==> config.mk <==
export PLATFORM = sky130hd
export DESIGN_NAME = vram_blit_ctrl_flat
export DESIGN_NICKNAME = d
export VERILOG_FILES = /design/src/rtl/vram_blit_ctrl_pkg.sv /design/src/rtl/vram_blit_ctrl_if.sv /design/src/rtl/vram_port_mux.sv /design/src/rtl/vram_blit_ctrl.sv /design/src/flat_wrapper.sv
export SDC_FILE = /design/constraint.sdc
export NUM_CORES = 1
export LEC_CHECK = 0
export CAP_MARGIN = 30
export CORE_UTILIZATION = 35
export DETAILED_ROUTE_END_ITERATION = 8
export GPL_TIMING_DRIVEN = 1
export PLACE_DENSITY_LB_ADDON = 0.3
export SYNTH_ARGS = -nofsm -noshare
export SYNTH_HDL_FRONTEND = slang
export SYNTH_SLANG_ARGS = --single-unit
==> constraint.sdc <==
create_clock -name CLK -period 2.3 [get_ports CLK]
set_clock_uncertainty 0.2 [all_clocks]
set_input_delay 0.46 -clock CLK [delete_from_list [all_inputs] [get_ports CLK]]
set_output_delay 0.46 -clock CLK [all_outputs]
set_load 0.05 [all_outputs]
==> src/rtl/vram_blit_ctrl_pkg.sv <==
// Shared constants, command encodings and FSM states for the VRAM clear/scroll engine.
package vram_blit_ctrl_pkg;

    localparam int unsigned COLS   = 80;
    localparam int unsigned ROWS   = 50;
    localparam int unsigned NWORDS = COLS * ROWS;
    localparam int unsigned AW     = 12;
    localparam int unsigned DW     = 24;

    // Precomputed address-width constants used by the sequencer.
    localparam logic [AW-1:0] COLS_W    = AW'(COLS);
    localparam logic [AW-1:0] LAST_COL  = AW'(COLS - 1);
    localparam logic [AW-1:0] LAST_WORD = AW'(NWORDS - 1);
    localparam logic [AW-1:0] LAST_ROW  = AW'(NWORDS - COLS);
    localparam logic [AW-1:0] LAST_COPY = AW'(NWORDS - COLS - 1);

    typedef enum logic [1:0] {
        OP_CLEAR       = 2'b00,
        OP_SCROLL_UP   = 2'b01,
        OP_SCROLL_DOWN = 2'b10,
        OP_RSVD        = 2'b11
    } op_e;

    typedef enum logic [1:0] {
        IDLE    = 2'b00,
        COPY_RD = 2'b01,
        COPY_WR = 2'b10,
        FILL_WR = 2'b11
    } state_e;

endpackage

==> src/rtl/vram_blit_ctrl_if.sv <==
// Bus, command and VRAM port-A signals of the clear/scroll engine.
interface vram_blit_ctrl_if;
    import vram_blit_ctrl_pkg::*;

    logic [15:0]   WRADDR;
    logic [3:0]    BYTEEN;
    logic          WREN;
    logic [31:0]   WRDATA;
    logic [15:0]   RDADDR;
    logic          RDEN;
    logic [31:0]   RDDATA;
    logic          START;
    logic [1:0]    OP;
    logic [DW-1:0] FILL;
    logic          BUSY;
    logic          DONE;
    logic [AW-1:0] VADDR;
    logic [2:0]    VWE;
    logic [DW-1:0] VDIN;
    logic [DW-1:0] VDOUT;

    modport slave (
        input  WRADDR, BYTEEN, WREN, WRDATA, RDADDR, RDEN, START, OP, FILL, VDOUT,
        output RDDATA, BUSY, DONE, VADDR, VWE, VDIN
    );

    modport master (
        output WRADDR, BYTEEN, WREN, WRDATA, RDADDR, RDEN, START, OP, FILL, VDOUT,
        input  RDDATA, BUSY, DONE, VADDR, VWE, VDIN
    );

endinterface

==> src/rtl/vram_port_mux.sv <==
// Port-A arbiter: bus accesses always win, otherwise the engine drives the VRAM port.
module vram_port_mux
    import vram_blit_ctrl_pkg::*;
(
    input  logic          wren,
    input  logic          rden,
    input  logic [15:0]   wraddr,
    input  logic [15:0]   rdaddr,
    input  logic [3:0]    byteen,
    input  logic [31:0]   wrdata,
    input  logic [AW-1:0] eng_addr,
    input  logic [2:0]    eng_we,
    input  logic [DW-1:0] eng_din,
    input  logic [DW-1:0] vdout,
    output logic          bus_act,
    output logic [AW-1:0] vaddr,
    output logic [2:0]    vwe,
    output logic [DW-1:0] vdin,
    output logic [31:0]   rddata
);

    // Byte-address low bits, upper address bits and the top lane are not wired to the VRAM.
    logic unused_bits;
    assign unused_bits = ^{wraddr[15:14], wraddr[1:0], rdaddr[15:14], rdaddr[1:0],
                           byteen[3], wrdata[31:24]};

    // Select the port-A owner for this cycle.
    always_comb begin
        bus_act = wren | rden;
        if (bus_act) begin
            vaddr = rden ? rdaddr[AW+1:2] : wraddr[AW+1:2];
            vwe   = {3{wren}} & byteen[2:0];
            vdin  = wrdata[DW-1:0];
        end else begin
            vaddr = eng_addr;
            vwe   = eng_we;
            vdin  = eng_din;
        end
    end

    assign rddata = {8'h00, vdout};

endmodule

==> src/rtl/vram_blit_ctrl.sv <==
// Clear/scroll sequencer for the 80x50 character VRAM, sharing port A with the bus.
module vram_blit_ctrl
    import vram_blit_ctrl_pkg::*;
(
    input  logic             CLK,
    input  logic             RST,
    vram_blit_ctrl_if.slave  bus
);

    state_e        state_q, state_d;
    op_e           op_q, op_d;
    logic [AW-1:0] cnt_q, cnt_d;
    logic [DW-1:0] fill_q, fill_d;
    logic          done_q, done_d;

    logic          bus_act;
    logic [AW-1:0] eng_addr;
    logic [2:0]    eng_we;
    logic [DW-1:0] eng_din;

    logic [AW-1:0] copy_src, copy_dst, fill_addr, fill_last;
    logic          start_ok;

    assign start_ok = bus.START && (state_q == IDLE) && (bus.OP != OP_RSVD);

    // Map the step counter onto source/destination addresses for the latched command.
    always_comb begin
        if (op_q == OP_SCROLL_UP) begin
            copy_src  = cnt_q + COLS_W;
            copy_dst  = cnt_q;
            fill_addr = LAST_ROW + cnt_q;
        end else begin
            copy_src  = LAST_COPY - cnt_q;
            copy_dst  = LAST_WORD - cnt_q;
            fill_addr = cnt_q;
        end
        fill_last = (op_q == OP_CLEAR) ? LAST_WORD : LAST_COL;
    end

    // Next-state and engine port requests; everything holds while the bus owns the port.
    always_comb begin
        state_d  = state_q;
        op_d     = op_q;
        cnt_d    = cnt_q;
        fill_d   = fill_q;
        done_d   = 1'b0;
        eng_addr = '0;
        eng_we   = 3'b000;
        eng_din  = fill_q;
        unique case (state_q)
            IDLE: begin
                if (start_ok) begin
                    op_d    = op_e'(bus.OP);
                    fill_d  = bus.FILL;
                    cnt_d   = '0;
                    state_d = (bus.OP == OP_CLEAR) ? FILL_WR : COPY_RD;
                end
            end
            COPY_RD: begin
                eng_addr = copy_src;
                if (!bus_act) state_d = COPY_WR;
            end
            COPY_WR: begin
                eng_addr = copy_dst;
                eng_we   = 3'b111;
                eng_din  = bus.VDOUT;
                if (bus_act) begin
                    // VDOUT goes stale once the bus reads; reissue the read.
                    state_d = COPY_RD;
                end else if (cnt_q == LAST_COPY) begin
                    cnt_d   = '0;
                    state_d = FILL_WR;
                end else begin
                    cnt_d   = cnt_q + 1'b1;
                    state_d = COPY_RD;
                end
            end
            FILL_WR: begin
                eng_addr = fill_addr;
                eng_we   = 3'b111;
                if (!bus_act) begin
                    if (cnt_q == fill_last) begin
                        cnt_d   = '0;
                        done_d  = 1'b1;
                        state_d = IDLE;
                    end else begin
                        cnt_d = cnt_q + 1'b1;
                    end
                end
            end
        endcase
    end

    // State, counter and latched-command registers.
    always_ff @(posedge CLK) begin
        if (RST) begin
            state_q <= IDLE;
            op_q    <= OP_CLEAR;
            cnt_q   <= '0;
            fill_q  <= '0;
            done_q  <= 1'b0;
        end else begin
            state_q <= state_d;
            op_q    <= op_d;
            cnt_q   <= cnt_d;
            fill_q  <= fill_d;
            done_q  <= done_d;
        end
    end

    assign bus.BUSY = (state_q != IDLE);
    assign bus.DONE = done_q;

    vram_port_mux u_mux (
        .wren     (bus.WREN),
        .rden     (bus.RDEN),
        .wraddr   (bus.WRADDR),
        .rdaddr   (bus.RDADDR),
        .byteen   (bus.BYTEEN),
        .wrdata   (bus.WRDATA),
        .eng_addr (eng_addr),
        .eng_we   (eng_we),
        .eng_din  (eng_din),
        .vdout    (bus.VDOUT),
        .bus_act  (bus_act),
        .vaddr    (bus.VADDR),
        .vwe      (bus.VWE),
        .vdin     (bus.VDIN),
        .rddata   (bus.RDDATA)
    );

endmodule

==> src/flat_wrapper.sv <==
// flat-port wrapper written by rule: the top's interface ports become plain ports
module vram_blit_ctrl_flat import vram_blit_ctrl_pkg::*;
  (CLK, RST, bus_WRADDR, bus_BYTEEN, bus_WREN, bus_WRDATA, bus_RDADDR, bus_RDEN, bus_START, bus_OP, bus_FILL, bus_VDOUT, bus_RDDATA, bus_BUSY, bus_DONE, bus_VADDR, bus_VWE, bus_VDIN);
  vram_blit_ctrl_if bus_i ();
  input  logic CLK;
  input  logic RST;
  input wire logic [$bits(bus_i.WRADDR)-1:0] bus_WRADDR;
  input wire logic [$bits(bus_i.BYTEEN)-1:0] bus_BYTEEN;
  input wire logic [$bits(bus_i.WREN)-1:0] bus_WREN;
  input wire logic [$bits(bus_i.WRDATA)-1:0] bus_WRDATA;
  input wire logic [$bits(bus_i.RDADDR)-1:0] bus_RDADDR;
  input wire logic [$bits(bus_i.RDEN)-1:0] bus_RDEN;
  input wire logic [$bits(bus_i.START)-1:0] bus_START;
  input wire logic [$bits(bus_i.OP)-1:0] bus_OP;
  input wire logic [$bits(bus_i.FILL)-1:0] bus_FILL;
  input wire logic [$bits(bus_i.VDOUT)-1:0] bus_VDOUT;
  output wire logic [$bits(bus_i.RDDATA)-1:0] bus_RDDATA;
  output wire logic [$bits(bus_i.BUSY)-1:0] bus_BUSY;
  output wire logic [$bits(bus_i.DONE)-1:0] bus_DONE;
  output wire logic [$bits(bus_i.VADDR)-1:0] bus_VADDR;
  output wire logic [$bits(bus_i.VWE)-1:0] bus_VWE;
  output wire logic [$bits(bus_i.VDIN)-1:0] bus_VDIN;
  assign bus_i.WRADDR = bus_WRADDR;
  assign bus_i.BYTEEN = bus_BYTEEN;
  assign bus_i.WREN = bus_WREN;
  assign bus_i.WRDATA = bus_WRDATA;
  assign bus_i.RDADDR = bus_RDADDR;
  assign bus_i.RDEN = bus_RDEN;
  assign bus_i.START = bus_START;
  assign bus_i.OP = bus_OP;
  assign bus_i.FILL = bus_FILL;
  assign bus_i.VDOUT = bus_VDOUT;
  assign bus_RDDATA = bus_i.RDDATA;
  assign bus_BUSY = bus_i.BUSY;
  assign bus_DONE = bus_i.DONE;
  assign bus_VADDR = bus_i.VADDR;
  assign bus_VWE = bus_i.VWE;
  assign bus_VDIN = bus_i.VDIN;
  vram_blit_ctrl u_core (.CLK(CLK), .RST(RST), .bus(bus_i));
endmodule
==> flow_results.org <==
** Run status
- The run finished, with violations left.
- Violated checks :: negative setup slack

** Worst setup path
- The setup path with the least slack is of type reg -> out.
- Crit path launch type :: flop
- Most used cell, CP :: sky130_fd_sc_hd__buf_4
- STA classifies the critical path endpoint as a primary output.
- Largest fanout of any net on the critical path :: 7
- Slowest cell on the critical path :: sky130_fd_sc_hd__dfxtp_2
- For the worst setup path, the data required time is 1.64 ns.
- Tracing the worst setup path back leads to its startpoint at u_core.cnt_q[4].
- The startpoint identified for the worst register-to-register timing path is u_core.cnt_q[5].
- At the worst endpoint, the arrival time is 2.05 ns.
- Internal reg-to-reg setup slack :: 0.01 ns
- Critical path destination :: bus_VADDR[11]
- The worst register-to-register path ends at u_core.bus.DONE.
- Largest stage delay, worst path :: 0.39 ns
- Counting cells, the worst reg-to-reg path comes to 7.
- Crit-path cells :: buf_4, a21oi_4, buf_4, o21ai_1, o31ai_2, nor3_1, a211oi_2, o21ai_2, buf_12

** CTS
- Clock transition time at the flip-flop clock pins of the worst setup and hold paths :: 0.08 ns
- Clk_lat worst skew :: 0.30 ns
- Buffers inserted during clock tree synthesis total 5.
- Clock tree from TritonCTS :: yes
- The number of hold buffers added after CTS was 0.
- CTS H-tree lvls :: 2
- The tree built by TritonCTS fans out to 41 sinks.
- Clk buf depth :: 2
- Clk root buf :: sky130_fd_sc_hd__clkbuf_8

** Synthesis
- Among all cell types in the netlist, the one instantiated most often is sky130_fd_sc_hd__nand2_1.
- Dominant cells by area after synthesis :: sky130_fd_sc_hd__dfxtp_1, sky130_fd_sc_hd__nand2_1, sky130_fd_sc_hd__buf_4, sky130_fd_sc_hd__a21oi_1, sky130_fd_sc_hd__a31oi_1
- Of all flip-flops after synthesis, the portion carrying an async set or reset was 0%.
- Mean instance size in the synthesized netlist :: 6.73 sq um
- The synthesized design spends more area on one cell type than any other, namely sky130_fd_sc_hd__dfxtp_1.
- Register bit total from synthesis :: 41
- Library cells used by synthesis :: 50
- Area share of the leading cell type in the synthesized netlist :: 23.9%
- Synth Cell Area :: 3440 sq um
- Sequential area share after synthesis :: 23.9%
- Synth Flop Type :: sky130_fd_sc_hd__dfxtp_1
- Number of synthesis warnings :: 0
- Yosys mapped a number of flops with a built-in enable equal to 0.
- Sorting the synthesized cells by how often they occur yields sky130_fd_sc_hd__nand2_1, sky130_fd_sc_hd__a21oi_1, sky130_fd_sc_hd__nor2_1.
- Synthesized netlist cell count :: 511

** Die
- I/O pin count :: 196
- Area of the core region :: 9370 sq um
- The die covers 10,200 sq um.
- Die X :: 101 um
- The initial utilization of the core area, before any placement, comes to 36.7%.
- Row count :: 35
- Die boundary height :: 101 um

** STA
- After layout, the worst setup slack is -0.406 ns.
- Count of endpoints failing setup in the final report :: 13
- RSZ-0062 raised after global routing :: true
- Final-layout worst hold slack :: 0.262 ns
- After layout, the worst path uses 118% of the clock period.
- Derived from the worst setup path, the maximum achievable clock frequency is 370 MHz.
- Max Slew Vio Count :: 0
- Counting I/O delays and the setup requirement, the final critical path takes 2.71 ns.
- Count of endpoints failing hold in the final timing report :: 0

** Drt
- Summed over all layers, the routed wires come to 16.3 mm.
- The detailed router finished its first iteration with 357 violations.
- In the routed layout, each cell is associated on average with a via count of 5.55.
- Number of design rule violations left after detail routing :: 0
- Detail-routed net length per standard cell :: 19.0 um
- In this run the remaining antenna-violating nets after routing total 0.
- The routed layout has 4,780 vias.
- Drt pass-1 iters :: 5

** Global route
- The number of antenna violations at the first check in global routing was 0.
- GRT Overall Usage :: 26.9%
- Overflow left after global routing :: 0
- The first global-routing pass estimated 21.8 mm of wire.
- Largest net degree at the start of global routing :: 26
- The via count of the first global-routing pass is 4,345.

** Cells and area
- Relative to the synthesized area, the layout overhead comes to 122%.
- Number of inserted diodes :: 0
- Total number of nets in the final design :: 862
- The layout has 528 filler cells.
- Cells with a size suffix above 1 make up 44.2% of the layout.
- Measured on the finished design, the core utilization comes to 81.5%.

** Power and ir drop
- Leakage power total :: 2.91 nW
- Power per standard cell area :: 405 nW/um^2
- Across the VDD grid, the largest voltage drop is 0.371 mV.

** Min path
- Type of the tightest min-delay check :: reg -> reg

** Placed design
- Number of buffers added on ports :: 170
- Placer congestion estimate :: 0.868
- Timing analysis after detailed placement gives a worst setup slack of -0.354 ns.
- Detailed placement finished with a half-perimeter wire length of 10.7 mm.

** Job
- Across the run, the number of max-cap violations was 0.
[area by class of cell]
class / count / area (sq um) / area share, %
Tap cell: 129 / 161 / 2.11
Multi-Input combinational cell: 398 / 3060 / 40.0
Clock buffer: 5 / 68.8 / 0.901
Sequential cell: 41 / 845 / 11.1
Inverter: 8 / 37.5 / 0.492
Clock inverter: 3 / 16.3 / 0.213
Timing Repair Buffer: 278 / 3450 / 45.2
[report_power, final]
part	internal, mW	switching, mW	total (mW)
Combinational	0.886	0.959	1.84
Sequential	0.745	0.0276	0.772
Clock	0.211	0.267	0.478
[cell usage in the layout, fill, tap and decap left out, types with 13 or more instances in the layout]
cell type / count
sky130_fd_sc_hd__a21oi_1: 33
sky130_fd_sc_hd__a31oi_4: 26
sky130_fd_sc_hd__buf_12: 75
sky130_fd_sc_hd__buf_4: 75
sky130_fd_sc_hd__buf_6: 15
sky130_fd_sc_hd__clkdlybuf4s50_1: 103
sky130_fd_sc_hd__dfxtp_1: 30
sky130_fd_sc_hd__nand2_1: 111
sky130_fd_sc_hd__nand2_4: 14
sky130_fd_sc_hd__nor2_1: 36
sky130_fd_sc_hd__nor2_2: 13
[worst min-delay path by stage]
stage                           start           endpoint  slack, ns  cells past startpoint
global route        u_core.fill_q[19]  u_core.fill_q[19]       0.28                      2
finish              u_core.fill_q[19]  u_core.fill_q[19]       0.26                      2
CTS                 u_core.fill_q[19]  u_core.fill_q[19]       0.26                      2
global placement    u_core.fill_q[13]  u_core.fill_q[13]       0.24                      2
detailed placement  u_core.fill_q[19]  u_core.fill_q[19]       0.25                      2
floorplan            u_core.fill_q[0]   u_core.fill_q[0]       0.23                      2
[worst max-delay path: cells and delay by family (launching register included)]
kind                   cells  cell delay, ns
flip-flops                 1            0.39
buffers and inverters      3            0.51
AND/OR/NAND/NOR            1            0.22
AO/OA/AOI/OAI              5            0.63
[stage by stage]
step	power, mW	instance area [sq um]	instances	setup TNS (ns)
after floorplan	1.63	3920	518	-1.04
after global placement	2.36	6620	828	-13.13
after detailed placement	2.38	6620	828	-13.37
after CTS	2.91	7040	844	-4.60
after global routing	3.21	7640	862	-3.70
final	3.09	7640	862	-2.41
[registers in the layout, indices dropped and copies added (netlist names)]
name             flops
u_core.bus.DONE      1
u_core.fill_q       24
u_core.state_q       2
u_core.cnt_q        12
u_core.op_q          2
[metal layers]
metal	track usage, %	vias up	wire length (um)
li1	-	2169	-
met1	33.3	2221	6060
met2	46.8	326	8120
met3	4.58	64	1440
met4	9.25	0	735
met5	0	-	0
[cells by family after synthesis]
logic type                 after synthesis  share of synthesized area, %
AOI/OAI and AO/OA                      128                          22.9
xor gates and xnor gates                13                          3.31
adders and majority gates                7                          2.55
buffers and inverters                   79                          14.6
DFF                                     41                          23.9
muxes                                    3                         0.873
other                                    1                         0.109
and+or+nand+nor                        239                          31.9
[repair_timing]
item | in CTS | in global routing
setup endpoints to repair | 47 | 38
setup buffers | 6 | 18
pin swaps | 18 | 58
gates cloned | 2 | 4
resized for setup | 64 | 106
(Power assumes the default switching activity.)
